## src/rtl/serial_sub_pkg.sv

```systemverilog
// -----------------------------------------------------------------------------
// serial_sub_pkg
// Shared definitions for the bit-serial subtractor:
//   state_e    - FSM state encoding (IDLE=0, SHIFT=1, DONE=2)
//   cnt_width  - width of the bit counter for a given operand width
// Optional build macro used by the block: SERIAL_SUB_OVF_EN
// -----------------------------------------------------------------------------
package serial_sub_pkg;

  typedef enum logic [1:0] {
    ST_IDLE  = 2'd0,
    ST_SHIFT = 2'd1,
    ST_DONE  = 2'd2
  } state_e;

  // Bit counter width: clog2(WIDTH+1).
  function automatic int cnt_width(input int width);
    return $clog2(width + 1);
  endfunction

endpackage

```

## src/rtl/serial_subtractor_if.sv

```systemverilog
// -----------------------------------------------------------------------------
// serial_subtractor_if
// Operand (start) and result (diff) handshakes of the serial subtractor.
//   start_valid/start_ready, a, b, bin : operand handshake
//   busy                               : block is in SHIFT or DONE
//   diff_valid/diff_ready, diff, bout  : result handshake
//   ovf                                : signed overflow (SERIAL_SUB_OVF_EN only)
// Modports: master (producer/consumer side), slave (the subtractor).
// -----------------------------------------------------------------------------
interface serial_subtractor_if #(
  parameter int WIDTH = 8
);
  logic             start_valid;
  logic             start_ready;
  logic [WIDTH-1:0] a;
  logic [WIDTH-1:0] b;
  logic             bin;
  logic             busy;
  logic             diff_valid;
  logic             diff_ready;
  logic [WIDTH-1:0] diff;
  logic             bout;
`ifdef SERIAL_SUB_OVF_EN
  logic             ovf;
`endif

  modport master (
    output start_valid, a, b, bin, diff_ready,
    input  start_ready, busy, diff_valid, diff, bout
`ifdef SERIAL_SUB_OVF_EN
    , input ovf
`endif
  );

  modport slave (
    input  start_valid, a, b, bin, diff_ready,
    output start_ready, busy, diff_valid, diff, bout
`ifdef SERIAL_SUB_OVF_EN
    , output ovf
`endif
  );

endinterface

```

## src/rtl/full_subtractor_1b.sv

```systemverilog
// -----------------------------------------------------------------------------
// full_subtractor_1b
// Purely combinational 1-bit full subtractor: d = a - b - bin.
//   a, b, bin : minuend bit, subtrahend bit, borrow-in
//   d, bout   : difference bit, borrow-out
// -----------------------------------------------------------------------------
module full_subtractor_1b (
  input  logic a,
  input  logic b,
  input  logic bin,
  output logic d,
  output logic bout
);

  assign d    = a ^ b ^ bin;
  assign bout = (~a & b) | (~(a ^ b) & bin);

endmodule

```

## src/rtl/serial_subtractor.sv

```systemverilog
// -----------------------------------------------------------------------------
// serial_subtractor
// Bit-serial WIDTH-bit subtractor computing a - b - bin LSB-first, one bit per
// clock, through a single full_subtractor_1b cell and a borrow flip-flop.
// Latency: diff_valid rises WIDTH cycles after the operand accept edge.
//   clk, rst_n : clock, asynchronous active-low reset
//   bus        : serial_subtractor_if.slave (operand and result handshakes)
// Optional macro SERIAL_SUB_OVF_EN adds the signed-overflow output bus.ovf.
// -----------------------------------------------------------------------------
module serial_subtractor
  import serial_sub_pkg::*;
#(
  parameter int WIDTH = 8
) (
  input  logic               clk,
  input  logic               rst_n,
  serial_subtractor_if.slave bus
);

  localparam int            CW   = cnt_width(WIDTH);
  localparam logic [CW-1:0] LAST = CW'(WIDTH - 1);

  state_e           state_q, state_d;
  // a_sr doubles as the result register: difference bits enter at the MSB
  // while minuend bits leave at the LSB, so after WIDTH shifts it holds diff.
  logic [WIDTH-1:0] a_sr_q, a_sr_d;
  logic [WIDTH-1:0] b_sr_q, b_sr_d;
  logic             br_q, br_d;
  logic [CW-1:0]    cnt_q, cnt_d;
  // Separate output registers keep diff/bout stable from completion until the
  // next operation completes, even while the shift registers are reused.
  logic [WIDTH-1:0] diff_q, diff_d;
  logic             bout_q, bout_d;
`ifdef SERIAL_SUB_OVF_EN
  logic             a_msb_q, a_msb_d;
  logic             b_msb_q, b_msb_d;
  logic             ovf_q, ovf_d;
`endif

  logic cell_d;
  logic cell_bout;

  full_subtractor_1b u_cell (
    .a    (a_sr_q[0]),
    .b    (b_sr_q[0]),
    .bin  (br_q),
    .d    (cell_d),
    .bout (cell_bout)
  );

  always_comb begin
    // NOTE: every variable gets a default first so no path leaves one unassigned,
    // which would otherwise infer a latch.
    state_d = state_q;
    a_sr_d  = a_sr_q;
    b_sr_d  = b_sr_q;
    br_d    = br_q;
    cnt_d   = cnt_q;
    diff_d  = diff_q;
    bout_d  = bout_q;
`ifdef SERIAL_SUB_OVF_EN
    a_msb_d = a_msb_q;
    b_msb_d = b_msb_q;
    ovf_d   = ovf_q;
`endif

    case (state_q)
      ST_IDLE: begin
        if (bus.start_valid) begin
          a_sr_d  = bus.a;
          b_sr_d  = bus.b;
          br_d    = bus.bin;
          cnt_d   = '0;
          state_d = ST_SHIFT;
`ifdef SERIAL_SUB_OVF_EN
          a_msb_d = bus.a[WIDTH-1];
          b_msb_d = bus.b[WIDTH-1];
`endif
        end
      end

      ST_SHIFT: begin
        a_sr_d = {cell_d, a_sr_q[WIDTH-1:1]};
        b_sr_d = {1'b0, b_sr_q[WIDTH-1:1]};
        br_d   = cell_bout;
        cnt_d  = cnt_q + CW'(1);
        if (cnt_q == LAST) begin
          // Last bit: capture the finished result straight from the cell so
          // diff is already complete on the edge that enters DONE.
          state_d = ST_DONE;
          diff_d  = {cell_d, a_sr_q[WIDTH-1:1]};
          bout_d  = cell_bout;
`ifdef SERIAL_SUB_OVF_EN
          // cell_d is the difference MSB on the final bit.
          ovf_d   = (a_msb_q != b_msb_q) && (cell_d != a_msb_q);
`endif
        end
      end

      ST_DONE: begin
        if (bus.diff_ready) begin
          state_d = ST_IDLE;
        end
      end

      default: state_d = ST_IDLE;
    endcase
  end

  // NOTE: sequential state uses non-blocking assignments so every register
  // samples the pre-edge values, independent of statement order.
  always_ff @(posedge clk or negedge rst_n) begin
    if (!rst_n) begin
      state_q <= ST_IDLE;
      a_sr_q  <= '0;
      b_sr_q  <= '0;
      br_q    <= 1'b0;
      cnt_q   <= '0;
      diff_q  <= '0;
      bout_q  <= 1'b0;
`ifdef SERIAL_SUB_OVF_EN
      a_msb_q <= 1'b0;
      b_msb_q <= 1'b0;
      ovf_q   <= 1'b0;
`endif
    end else begin
      state_q <= state_d;
      a_sr_q  <= a_sr_d;
      b_sr_q  <= b_sr_d;
      br_q    <= br_d;
      cnt_q   <= cnt_d;
      diff_q  <= diff_d;
      bout_q  <= bout_d;
`ifdef SERIAL_SUB_OVF_EN
      a_msb_q <= a_msb_d;
      b_msb_q <= b_msb_d;
      ovf_q   <= ovf_d;
`endif
    end
  end

  assign bus.start_ready = (state_q == ST_IDLE);
  assign bus.busy        = (state_q != ST_IDLE);
  assign bus.diff_valid  = (state_q == ST_DONE);
  assign bus.diff        = diff_q;
  assign bus.bout        = bout_q;
`ifdef SERIAL_SUB_OVF_EN
  assign bus.ovf         = ovf_q;
`endif

endmodule

```

## src/flat_wrapper.sv

```systemverilog
// flat-port wrapper written by rule: the top's interface ports become plain ports
module serial_subtractor_flat import serial_sub_pkg::*;
#(
  parameter int WIDTH = 8
)
  (clk, rst_n, bus_start_valid, bus_a, bus_b, bus_bin, bus_diff_ready, bus_start_ready, bus_busy, bus_diff_valid, bus_diff, bus_bout);
  serial_subtractor_if #(.WIDTH(WIDTH)) bus_i ();
  input  logic clk;
  input  logic rst_n;
  input wire logic [$bits(bus_i.start_valid)-1:0] bus_start_valid;
  input wire logic [$bits(bus_i.a)-1:0] bus_a;
  input wire logic [$bits(bus_i.b)-1:0] bus_b;
  input wire logic [$bits(bus_i.bin)-1:0] bus_bin;
  input wire logic [$bits(bus_i.diff_ready)-1:0] bus_diff_ready;
  output wire logic [$bits(bus_i.start_ready)-1:0] bus_start_ready;
  output wire logic [$bits(bus_i.busy)-1:0] bus_busy;
  output wire logic [$bits(bus_i.diff_valid)-1:0] bus_diff_valid;
  output wire logic [$bits(bus_i.diff)-1:0] bus_diff;
  output wire logic [$bits(bus_i.bout)-1:0] bus_bout;
  assign bus_i.start_valid = bus_start_valid;
  assign bus_i.a = bus_a;
  assign bus_i.b = bus_b;
  assign bus_i.bin = bus_bin;
  assign bus_i.diff_ready = bus_diff_ready;
  assign bus_start_ready = bus_i.start_ready;
  assign bus_busy = bus_i.busy;
  assign bus_diff_valid = bus_i.diff_valid;
  assign bus_diff = bus_i.diff;
  assign bus_bout = bus_i.bout;
  serial_subtractor #(.WIDTH(WIDTH)) u_core (.clk(clk), .rst_n(rst_n), .bus(bus_i));
endmodule
```

## config.mk

```make
export PLATFORM = sky130hd
export DESIGN_NAME = serial_subtractor_flat
export DESIGN_NICKNAME = d
export VERILOG_FILES = /design/src/rtl/serial_sub_pkg.sv /design/src/rtl/serial_subtractor_if.sv /design/src/rtl/full_subtractor_1b.sv /design/src/rtl/serial_subtractor.sv /design/src/flat_wrapper.sv
export SDC_FILE = /design/constraint.sdc
export NUM_CORES = 1
export LEC_CHECK = 0
export CAP_MARGIN = 20
export CORE_MARGIN = 3
export CORE_UTILIZATION = 50
export DETAILED_ROUTE_END_ITERATION = 10
export DONT_BUFFER_PORTS = 1
export PLACE_DENSITY_LB_ADDON = 0.05
export SLEW_MARGIN = 25
export SYNTH_ARGS = -nofsm -noshare
export SYNTH_HDL_FRONTEND = slang
export SYNTH_SLANG_ARGS = --single-unit
```

## constraint.sdc

```tcl
create_clock -name clk -period 2.27 [get_ports clk]
set_input_delay 0.454 -clock clk [delete_from_list [all_inputs] [get_ports clk]]
set_output_delay 0.454 -clock clk [all_outputs]
set_load 0.02 [all_outputs]
```

==> impl_metrics.ini <==
[status]
status = completed

[cts]
tritoncts = built
clockBufferDepth = 2
cts_sinks = 32
clkSlewWorstSetupHoldPaths_ns = 0.09
numCtsBuffers = 5
htree_levels = 2
cts-root-buf = clkbuf_4
worstSkewPairLatency_ns = 0.32

[cells_and_area]
layout_common_cells = dfrtp_1 (32), nand2_1 (20), o21ai_0 (18)
nNetsFinal = 158
area_delta_synth_final_pct = 8.57
drive_above_1_share = 0.162
num-fill-cells = 226
stdcell_count = 166
layout_commonest_cell = dfrtp_1
diodes = 0

[logic_synthesis]
seq_area_frac_synth = 0.560
synth-seq-cells = 32
syn_inst = 131
yosysUniqueCellTypes = 24
avgSynthCellArea_sq_um = 10.9
syn-cell-area_sq_um = 1430
syn-num-nets = 154
ys_warn_count = 0

[sta]
finalCritPeriodShare = 0.918
fin_worst_skew_ns = 0.00398
slew_viol_final = 0
tns_ns = 0
worstMarginPinSlew_ns = 0.718
fmax_ghz = 0.480
hold_viol_final = 0
post-route-min-period_ns = 2.08
worst_slack_ns = 0.186
setup_viol = 0
slew-limit-headroom = 0.521
rsz0062_at_grt = no
whs_ns = 0.299

[floorplanning]
initial_core_util = 0.552
core_sq_um = 2590
die_area_sq_um = 3540
ioPinCount = 33
die_h_um = 59.5
die_w_um = 59.5
rows = 18

[place]
post-place-ws_ns = 0.418
routabilityCongestion = 0.719
dp.cells = 156
port_buffers = 0
dp.final_hpwl_um = 1930

[global_routing]
grt_first_pass_wirelength_um = 4620
grt_pass1_vias = 1071
antenna_found_initial = 0
grt_use_total = 0.179
grt-ovfl-total = 0
grt_max_degree = 33

[drt]
antenna_left = 0
highest_layer = met4
routed_wl_um = 2660
wl_per_cell_um = 16.0
wl_met3_um = 121
m1WireLength_um = 1160
via_count = 990
dr.pass1.iters = 4
viasPerCell = 5.96
drt_iter0_markers = 45
wl_met2_um = 1320
drc = 0

[worst_hold_path]
hold_path_class = input pin to flip-flop
hold_depth = 1
hold_start = bus_start_valid

[critical_path]
regToRegStartpoint = u_core.state_q[1]
arrival_ns = 1.63
cp-start-kind = flip-flop
worstSetupStartpoint = u_core.state_q[1]
reg2reg_depth = 3
cp-end-kind = output pin
crit_required_ns = 1.82
crit_fanout = 21
worst-setup-path-type = flip-flop to output pin

[pwr]
p_per_area_nw_per_um2 = 1400
leakage_nw = 0.686
peakVddDrop_uv = 880

[run]
maxCapViolCount = 0
[final cells by class]
type                    count  area, sq um  area share
well taps                  30         37.5      0.0242
clock buffers               6         41.3      0.0266
flip-flops and latches     32          801       0.516
clock inverters             2         35.0      0.0226
inverters                   6         22.5      0.0145
multi-input cells          85          563       0.363
repair buffers              5         52.6      0.0338
[layer usage]
| layer | vias to the layer above | global-route usage |
|---|---|---|
| met2 | 27 | 0.292 |
| li1 | 469 | - |
| met1 | 487 | 0.220 |
| met4 | 0 | 0.0777 |
| met5 | - | 0 |
| met3 | 7 | 0.0501 |
[path summary, 6_finish.rpt]
check | slack [ns] | endpoint
min | 0.30 | u_core.b_sr_q[7]
max in group asynchronous | 1.53 | u_core.b_sr_q[3]
min in group asynchronous | 0.57 | u_core.bus.diff[1]
max | 0.19 | bus_busy
max reg2reg | 0.42 | u_core.bus.diff[3]
min reg2reg | 0.49 | u_core.b_sr_q[3]
[worst max-delay path, stage by stage (launching register included)]
cell and delay, ns:
dfrtp_1 0.60, nor2_1 0.49, inv_1 0.22
[synthesized netlist by cell type]
cell	number	area, sq um
and3b_1	3	26.3
buf_6	1	11.3
dfrtp_1	32	801
o21ai_0	18	90.1
a21o_1	1	7.51
nand2b_4	1	13.8
fa_1	1	20.0
nor3_4	1	16.3
o21bai_1	1	7.51
o311ai_0	1	8.76
mux2i_1	1	10.0
nor2_1	3	11.3
inv_1	6	22.5
buf_2	5	25.0
clkbuf_1	2	7.51
mux2_2	9	101
a21oi_1	5	25.0
nand2_1	20	75.1
nand3_1	2	10.0
a22oi_1	12	90.1
a22o_1	1	8.76
a32o_1	1	10.0
ha_1	1	12.5
nor2b_1	3	18.8
[sequential cells by signal, summed over array words and instances, names as in the netlist]
| register | flops |
|---|---|
| u_core.a_sr_q | 8 |
| u_core.b_sr_q | 8 |
| u_core.br_q | 1 |
| u_core.bus.bout | 1 |
| u_core.bus.diff | 8 |
| u_core.cnt_q | 4 |
| u_core.state_q | 2 |
[timing repair]
item | in CTS | in global routing
resized for setup | 0 | 0
setup endpoints to repair | 0 | 0
hold endpoints to repair | 32 | 0
setup buffers | 0 | 0
hold buffers | 2 | 0
[logic make-up (layout without fill, tap and decap cells)]
kind of cell	after synthesis	count (layout)	synth area share
adder cells (fa/ha/maj)	2	2	0.0227
AND/OR/NAND/NOR	33	33	0.120
AO/OA/AOI/OAI	40	40	0.173
buffers and inverters	14	19	0.0464
multiplexers	10	10	0.0779
flip-flops	32	32	0.560
[per-stage QoR]
step	cell area, sq um	utilization	power, mW
after global routing	1550	0.600	2.37
final	1550	0.600	2.17
after CTS	1550	0.600	2.21
after floorplan	1430	-	1.62
after global placement	1450	0.558	1.74
after detailed placement	1450	0.558	1.77
[power by group]
group          internal, mW  total [mW]  switching (mW)
Clock                 0.231       0.416           0.185
Combinational         0.318       0.636           0.318
Sequential            0.822        1.12           0.297
Total                  1.37        2.17           0.801
(Power assumes the default switching activity.)
